<file path="src/rtl/phase_enable_ctrl.sv">
// Phase clock-enable scheduler: FETCH/EXEC/MEM/WB tick pulses at a programmable divide
// ratio with a stall/halt handshake. Optional single-phase stepping under PHASE_CTRL_STEP_EN.
module phase_enable_ctrl #(
  parameter int unsigned DIV_W       = 4,
  parameter int unsigned DEFAULT_DIV = 2
) (
  input  logic             clk,
  input  logic             reset,
  input  logic             div_load,
  input  logic [DIV_W-1:0] div_value,
  output logic             div_busy,
  input  logic             stall_req,
  output logic             stall_ack,
`ifdef PHASE_CTRL_STEP_EN
  input  logic             step,
`endif
  output logic             tick,
  output logic [1:0]       phase,
  output logic             en_fetch,
  output logic             en_exec,
  output logic             en_mem,
  output logic             en_wb
);

  typedef enum logic [1:0] {
    ST_RUN,
    ST_DRAIN,
    ST_HALT
  } state_e;

  localparam logic [DIV_W-1:0] RST_DIV  = DIV_W'(DEFAULT_DIV);
  localparam logic             RST_TICK = (DEFAULT_DIV <= 1);

  state_e           state_q, state_d;
  logic [DIV_W-1:0] cnt_q, cnt_d;
  logic [1:0]       phase_q, phase_d;
  logic [DIV_W-1:0] div_cur_q, div_cur_d;
  logic [DIV_W-1:0] div_pend_q, div_pend_d;
  logic             pend_vld_q, pend_vld_d;
  logic             tick_q, tick_d;
  logic             ack_q, ack_d;
  logic [3:0]       en_q, en_d;
  logic             step_go;

  function automatic logic [DIV_W-1:0] last_cnt(input logic [DIV_W-1:0] d);
    return (d == '0) ? '0 : d - DIV_W'(1);
  endfunction

  always_comb begin
    state_d    = state_q;
    cnt_d      = cnt_q;
    phase_d    = phase_q;
    div_cur_d  = div_cur_q;
    div_pend_d = div_pend_q;
    pend_vld_d = pend_vld_q;
    step_go    = 1'b0;
`ifdef PHASE_CTRL_STEP_EN
    step_go    = step & stall_req;
`endif

    case (state_q)
      ST_RUN, ST_DRAIN: begin
        if (tick_q) begin
          cnt_d   = '0;
          phase_d = phase_q + 2'd1;
          if (phase_q == 2'd3 && pend_vld_q) begin
            div_cur_d  = div_pend_q;
            pend_vld_d = 1'b0;
          end
          if (state_q == ST_DRAIN || stall_req) state_d = ST_HALT;
          else                                  state_d = ST_RUN;
        end else begin
          cnt_d   = cnt_q + DIV_W'(1);
          state_d = stall_req ? ST_DRAIN : ST_RUN;
        end
      end
      ST_HALT: begin
        cnt_d = '0;
        // A step runs one phase through DRAIN, which re-halts on its tick.
        if (!stall_req)  state_d = ST_RUN;
        else if (step_go) state_d = ST_DRAIN;
      end
      default: begin
        state_d = ST_RUN;
        cnt_d   = '0;
      end
    endcase

    // Load decision uses the registered valid so a load coinciding with an apply is dropped.
    if (div_load && !pend_vld_q) begin
      div_pend_d = div_value;
      pend_vld_d = 1'b1;
    end

    // Outputs are registered by evaluating the tick condition on the next state.
    tick_d = (state_d != ST_HALT) && (cnt_d == last_cnt(div_cur_d));
    en_d   = tick_d ? (4'b0001 << phase_d) : 4'b0000;
    ack_d  = (state_d == ST_HALT);
  end

  always_ff @(posedge clk) begin
    if (!reset) begin
      state_q    <= ST_RUN;
      cnt_q      <= '0;
      phase_q    <= 2'd0;
      div_cur_q  <= RST_DIV;
      div_pend_q <= '0;
      pend_vld_q <= 1'b0;
      tick_q     <= RST_TICK;
      ack_q      <= 1'b0;
      en_q       <= {3'b000, RST_TICK};
    end else begin
      state_q    <= state_d;
      cnt_q      <= cnt_d;
      phase_q    <= phase_d;
      div_cur_q  <= div_cur_d;
      div_pend_q <= div_pend_d;
      pend_vld_q <= pend_vld_d;
      tick_q     <= tick_d;
      ack_q      <= ack_d;
      en_q       <= en_d;
    end
  end

  assign tick      = tick_q;
  assign phase     = phase_q;
  assign stall_ack = ack_q;
  assign div_busy  = pend_vld_q;
  assign en_fetch  = en_q[0];
  assign en_exec   = en_q[1];
  assign en_mem    = en_q[2];
  assign en_wb     = en_q[3];

endmodule

</file>
<file path="config.mk">
export PLATFORM = sky130hd
export DESIGN_NAME = phase_enable_ctrl
export DESIGN_NICKNAME = d
export VERILOG_FILES = /design/src/rtl/phase_enable_ctrl.sv
export SDC_FILE = /design/constraint.sdc
export NUM_CORES = 1
export LEC_CHECK = 0
export ABC_AREA = 1
export ABC_CLOCK_PERIOD_IN_PS = 1900
export BUFFER_PORTS_ARGS = -buffer_cell sky130_fd_sc_hd__buf_2
export CAP_MARGIN = 20
export CELL_PAD_IN_SITES_DETAIL_PLACEMENT = 0
export CELL_PAD_IN_SITES_GLOBAL_PLACEMENT = 1
export CORE_MARGIN = 1.5
export CORE_UTILIZATION = 35
export DETAILED_ROUTE_END_ITERATION = 8
export PLACE_DENSITY_LB_ADDON = 0.1
export SLEW_MARGIN = 40
export SYNTH_ARGS = -nofsm -noshare
export SYNTH_HDL_FRONTEND = slang
export SYNTH_SLANG_ARGS = --single-unit
</file>
<file path="constraint.sdc">
create_clock -name clk -period 1.9 [get_ports clk]
set_input_delay 0.095 -clock clk [delete_from_list [all_inputs] [get_ports clk]]
set_output_delay 0.095 -clock clk [all_outputs]
set_load 0.01 [all_outputs]
</file>
==> tab_implementation.tex <==
\begin{tabular}{lr}
\hline
Metric & Value \\
\hline
\multicolumn{2}{l}{\textbf{Logic synthesis}} \\
\quad Post-Synth Simple-Gate Area & 0.359 \\
\quad Synth async-reset ratio & 0 \\
\quad Adder and majority gate portion of the synthesized area & 0.0239 \\
\quad Synthesized netlist net count & 154 \\
\quad Mux contribution to synthesized area & 0 \\
\quad Most common cell in the synthesized netlist & sky130\_fd\_sc\_hd\_\_nand2\_1 \\
\quad Main flop type after synthesis & sky130\_fd\_sc\_hd\_\_dfxtp\_1 \\
\quad List of most frequent post-synthesis cells & 29 x sky130\_fd\_sc\_hd\_\_nand2\_1, 23 x sky130\_fd\_sc\_hd\_\_dfxtp\_1, 20 x sky130\_fd\_sc\_hd\_\_inv\_1, 20 x sky130\_fd\_sc\_hd\_\_nor2\_1, 14 x sky130\_fd\_sc\_hd\_\_nand3\_1 \\
\quad Largest cells by area after synthesis & sky130\_fd\_sc\_hd\_\_dfxtp\_1 44\%, sky130\_fd\_sc\_hd\_\_nand2\_1 10\%, sky130\_fd\_sc\_hd\_\_inv\_1 7.2\%, sky130\_fd\_sc\_hd\_\_nor2\_1 7.2\%, sky130\_fd\_sc\_hd\_\_nand3\_1 6.7\% \\
\quad Number of flops mapped to enable cells by yosys & 0 \\
\quad Fraction of the mapped netlist area in compound gates & 0.0670 \\
\quad Count of distinct cell types in the synthesized netlist & 18 \\
\quad Number of warnings issued by yosys & 0 \\
\quad Portion of synthesized cell area occupied by the leading cell type & 0.440 \\
\quad Main combinational cell family by area after synthesis & simple AND/OR/NAND/NOR gates \\
\quad Netlist area before placement & 1050 um\^{}2 \\
\quad Sequential-to-total area share from yosys stat & 0.440 \\
\quad \#FFs+latches synth & 23 \\
\quad Biggest area consumer among synthesized cells & sky130\_fd\_sc\_hd\_\_dfxtp\_1 \\
\quad Xor/xnor cell area share of the yosys netlist & 0.0239 \\
\quad Synthesized instance count & 144 \\
\quad Avg Cell Area, Syn & 7.26 um\^{}2 \\
\multicolumn{2}{l}{\textbf{Global routing}} \\
\quad Maximum number of pins on one net before global-route repair & 13 \\
\quad Routing usage on met3 & 0.0268 \\
\quad Overall fraction of global-route tracks in use & 0.136 \\
\quad Routing usage on met2 & 0.213 \\
\quad GR Overflow Total & 0 \\
\quad Met1 routing resource usage after global routing & 0.179 \\
\quad First-pass GRT wire length & 3.43 mm \\
\quad Vias in the first global route & 786 \\
\quad GRT Max-Usage Layer & met2 \\
\quad Initial antenna violation count & 0 \\
\multicolumn{2}{l}{\textbf{Timing}} \\
\quad Post-route clock period utilization & 0.922 \\
\quad Post-route setup slack & 0.149 ns \\
\quad Post-Route Hold Slack & 0.0260 ns \\
\quad Final setup vio count & 0 \\
\quad Remaining max-slew budget at the tightest pin & 0.692 \\
\quad Actual transition at the worst max-transition pin & 0.456 ns \\
\quad Worst clock skew & 0.00562 ns \\
\quad Final Max Slew Viols & 0 \\
\quad Max Fclk & 571 MHz \\
\quad Hold violation total from the final report & 0 \\
\quad Crit path time final & 1.75 ns \\
\multicolumn{2}{l}{\textbf{Outcome}} \\
\quad Outcome & complete, but fails checks \\
\quad Violated checks & DRC \\
\multicolumn{2}{l}{\textbf{Route}} \\
\quad Via total after detailed routing & 882 \\
\quad Post-detailed-route via-to-cell ratio & 4.48 \\
\quad Final wirelength & 2.02 mm \\
\quad DR WL/cell & 10.2 um \\
\quad DR pass1 iterations & 6 \\
\quad Starting DRC count in detailed routing & 16 \\
\quad Antenna-violating nets left & 0 \\
\quad Number of DRC violations after detailed routing & 4 \\
\multicolumn{2}{l}{\textbf{Worst setup path}} \\
\quad Data required time of the critical path & 2.15 ns \\
\quad Worst Setup Path Type & flip-flop to flip-flop \\
\quad Maximum fanout count along the critical path & 7 \\
\quad Startpoint types & flip-flop \\
\quad Worst Setup End Kind & flip-flop \\
\quad Worst endpoint data arrival time & 2.00 ns \\
\multicolumn{2}{l}{\textbf{Cells and area}} \\
\quad Final antenna diode count & 0 \\
\quad Share of cells above drive strength 1 & 0.319 \\
\quad Final Non-Filler Cells & 197 \\
\quad Area growth from synthesis to final layout & 20.0\% \\
\quad Area of all placed cells without fillers & 1250 um\^{}2 \\
\quad Net count, final & 177 \\
\multicolumn{2}{l}{\textbf{Floorplan}} \\
\quad Die outline area & 3330 um\^{}2 \\
\quad Horizontal extent of the die & 57.7 um \\
\quad Placeable core region & 2810 um\^{}2 \\
\quad Number of top-level pins & 17 \\
\quad Floorplan row count & 19 \\
\quad Initial core utilization & 0.373 \\
\quad Y dimension of the die & 57.7 um \\
\multicolumn{2}{l}{\textbf{Place}} \\
\quad Total placed instance area & 1160 um\^{}2 \\
\quad Weighted congestion reported at the end of routability-driven placement & 0.767 \\
\quad Worst Setup Slack post-DPL & 0.134 ns \\
\quad Count of input and output buffers & 16 \\
\quad HPWL after detailed placement & 1.60 mm \\
\quad Post-Place Cells & 190 \\
\multicolumn{2}{l}{\textbf{Pwr}} \\
\quad Largest voltage drop on the vdd net & 0.339 mV \\
\quad Leakage power & 0.641 nW \\
\quad Cell area power density & 1040 nW/um\^{}2 \\
\multicolumn{2}{l}{\textbf{CTS}} \\
\quad Clock root buffer master & sky130\_fd\_sc\_hd\_\_clkbuf\_4 \\
\quad Clock edge transition at the registers on the reported setup and hold paths & 0.12 ns \\
\quad Insertion delay of the later-clocked pin in the worst-skew pair & 0.30 ns \\
\quad Total clock buffers created by CTS & 3 \\
\quad CTS tree & done \\
\quad Num Clock Sinks & 23 \\
\quad CTS max path bufs & 2 \\
\quad H-tree depth & 1 \\
\multicolumn{2}{l}{\textbf{Flow run}} \\
\quad Number of max-capacitance violations reported & 0 \\
\multicolumn{2}{l}{\textbf{Hold path}} \\
\quad Path class of the lowest-slack min-delay path & primary input to flip-flop \\
\hline
\end{tabular}
worst max-delay path, cell delays in order, from the launching register on:
cell and delay, ns:
sky130_fd_sc_hd__dfxtp_2 0.35, sky130_fd_sc_hd__ha_1 0.20, sky130_fd_sc_hd__nand2_2 0.09, sky130_fd_sc_hd__inv_2 0.07, sky130_fd_sc_hd__nand2_4 0.10, sky130_fd_sc_hd__nand2_1 0.07
sky130_fd_sc_hd__nand2_2 0.10, sky130_fd_sc_hd__nand3_2 0.09, sky130_fd_sc_hd__nand2_1 0.06, sky130_fd_sc_hd__nand2_1 0.04, sky130_fd_sc_hd__nand2_1 0.06, sky130_fd_sc_hd__nand2_1 0.07
sky130_fd_sc_hd__nor2_2 0.17, sky130_fd_sc_hd__nand3_2 0.11, sky130_fd_sc_hd__nor2_2 0.12
metrics by stage:
step                setup TNS [ns]   util  total power, mW
CTS                              0  0.427             1.28
floorplan                        0      -            0.931
global placement                 0  0.414             1.05
detailed placement               0  0.414             1.05
finish                           0  0.447             1.30
global route               -0.0165  0.447             1.42
state kept, by name, summed over array words and instances, names as in the netlist:
signal      count
div_cur_q       4
tick            1
div_busy        1
cnt_q           4
en_q            4
div_pend_q      4
state_q         2
phase           2
stall_ack       1
per-layer routing:
metal	routed length (um)	vias up
met4	17	0
met3	56	2
met1	989	382
met5	0	-
li1	-	486
met2	951	12
final timing paths:
check	startpoint	end	cells after the start	slack (ns)
worst max-delay path	phase[0]	en_q[2]	14	0.15
worst min-delay path	reset	div_cur_q[1]	2	0.03
worst max register to register	phase[0]	en_q[2]	14	0.15
worst min register to register	div_pend_q[2]	div_pend_q[2]	2	0.47
cell usage in the layout (no fill, tap or decap):
| master | instances |
|---|---|
| sky130_fd_sc_hd__a21oi_1 | 7 |
| sky130_fd_sc_hd__nand3_1 | 10 |
| sky130_fd_sc_hd__clkbuf_1 | 1 |
| sky130_fd_sc_hd__buf_4 | 2 |
| sky130_fd_sc_hd__dlygate4sd3_1 | 1 |
| sky130_fd_sc_hd__or2_2 | 2 |
| sky130_fd_sc_hd__xnor2_1 | 1 |
| sky130_fd_sc_hd__ha_1 | 2 |
| sky130_fd_sc_hd__inv_1 | 20 |
| sky130_fd_sc_hd__clkbuf_4 | 3 |
| sky130_fd_sc_hd__nor2_2 | 3 |
| sky130_fd_sc_hd__nand2_4 | 2 |
| sky130_fd_sc_hd__o21ai_0 | 7 |
| sky130_fd_sc_hd__nor2_4 | 3 |
| sky130_fd_sc_hd__nand2_2 | 11 |
| sky130_fd_sc_hd__nand2_1 | 25 |
| sky130_fd_sc_hd__nand3_2 | 4 |
| sky130_fd_sc_hd__xor2_2 | 1 |
| sky130_fd_sc_hd__dfxtp_2 | 2 |
| sky130_fd_sc_hd__inv_2 | 3 |
| sky130_fd_sc_hd__dfxtp_1 | 21 |
| sky130_fd_sc_hd__and2_2 | 1 |
| sky130_fd_sc_hd__buf_2 | 16 |
| sky130_fd_sc_hd__nor2_1 | 18 |
cell families (layout without fill, tap and decap cells):
kind of cell,after synthesis,after routing
compound gates,14,14
xor+xnor,2,2
fa+ha+maj,2,2
buf+inv,24,46
flops,23,23
simple gates,79,79
where the power goes:
part	internal, mW	total [mW]	switching [mW]	leakage (nW)
Sequential	0.571	0.617	0.0464	0.189
Clock	0.0818	0.220	0.139	0.0150
Combinational	0.178	0.466	0.288	0.437
Total	0.831	1.30	0.473	0.641
timing repair:
item,in CTS,in global routing
setup buffers,0,2
resized for setup,0,13
setup endpoints to repair,0,4
hold buffers,1,0
hold endpoints to repair,1,0
layout make-up:
cell class / count / area, um^2
fill: 294 / 1550
inverter: 23 / 86.3
timing repair buffer: 19 / 105
sequential: 23 / 463
tap: 31 / 38.8
clock buffer: 4 / 26.3
multi-input combinational: 97 / 536
Note: power is estimated with default switching activity, not from simulation.
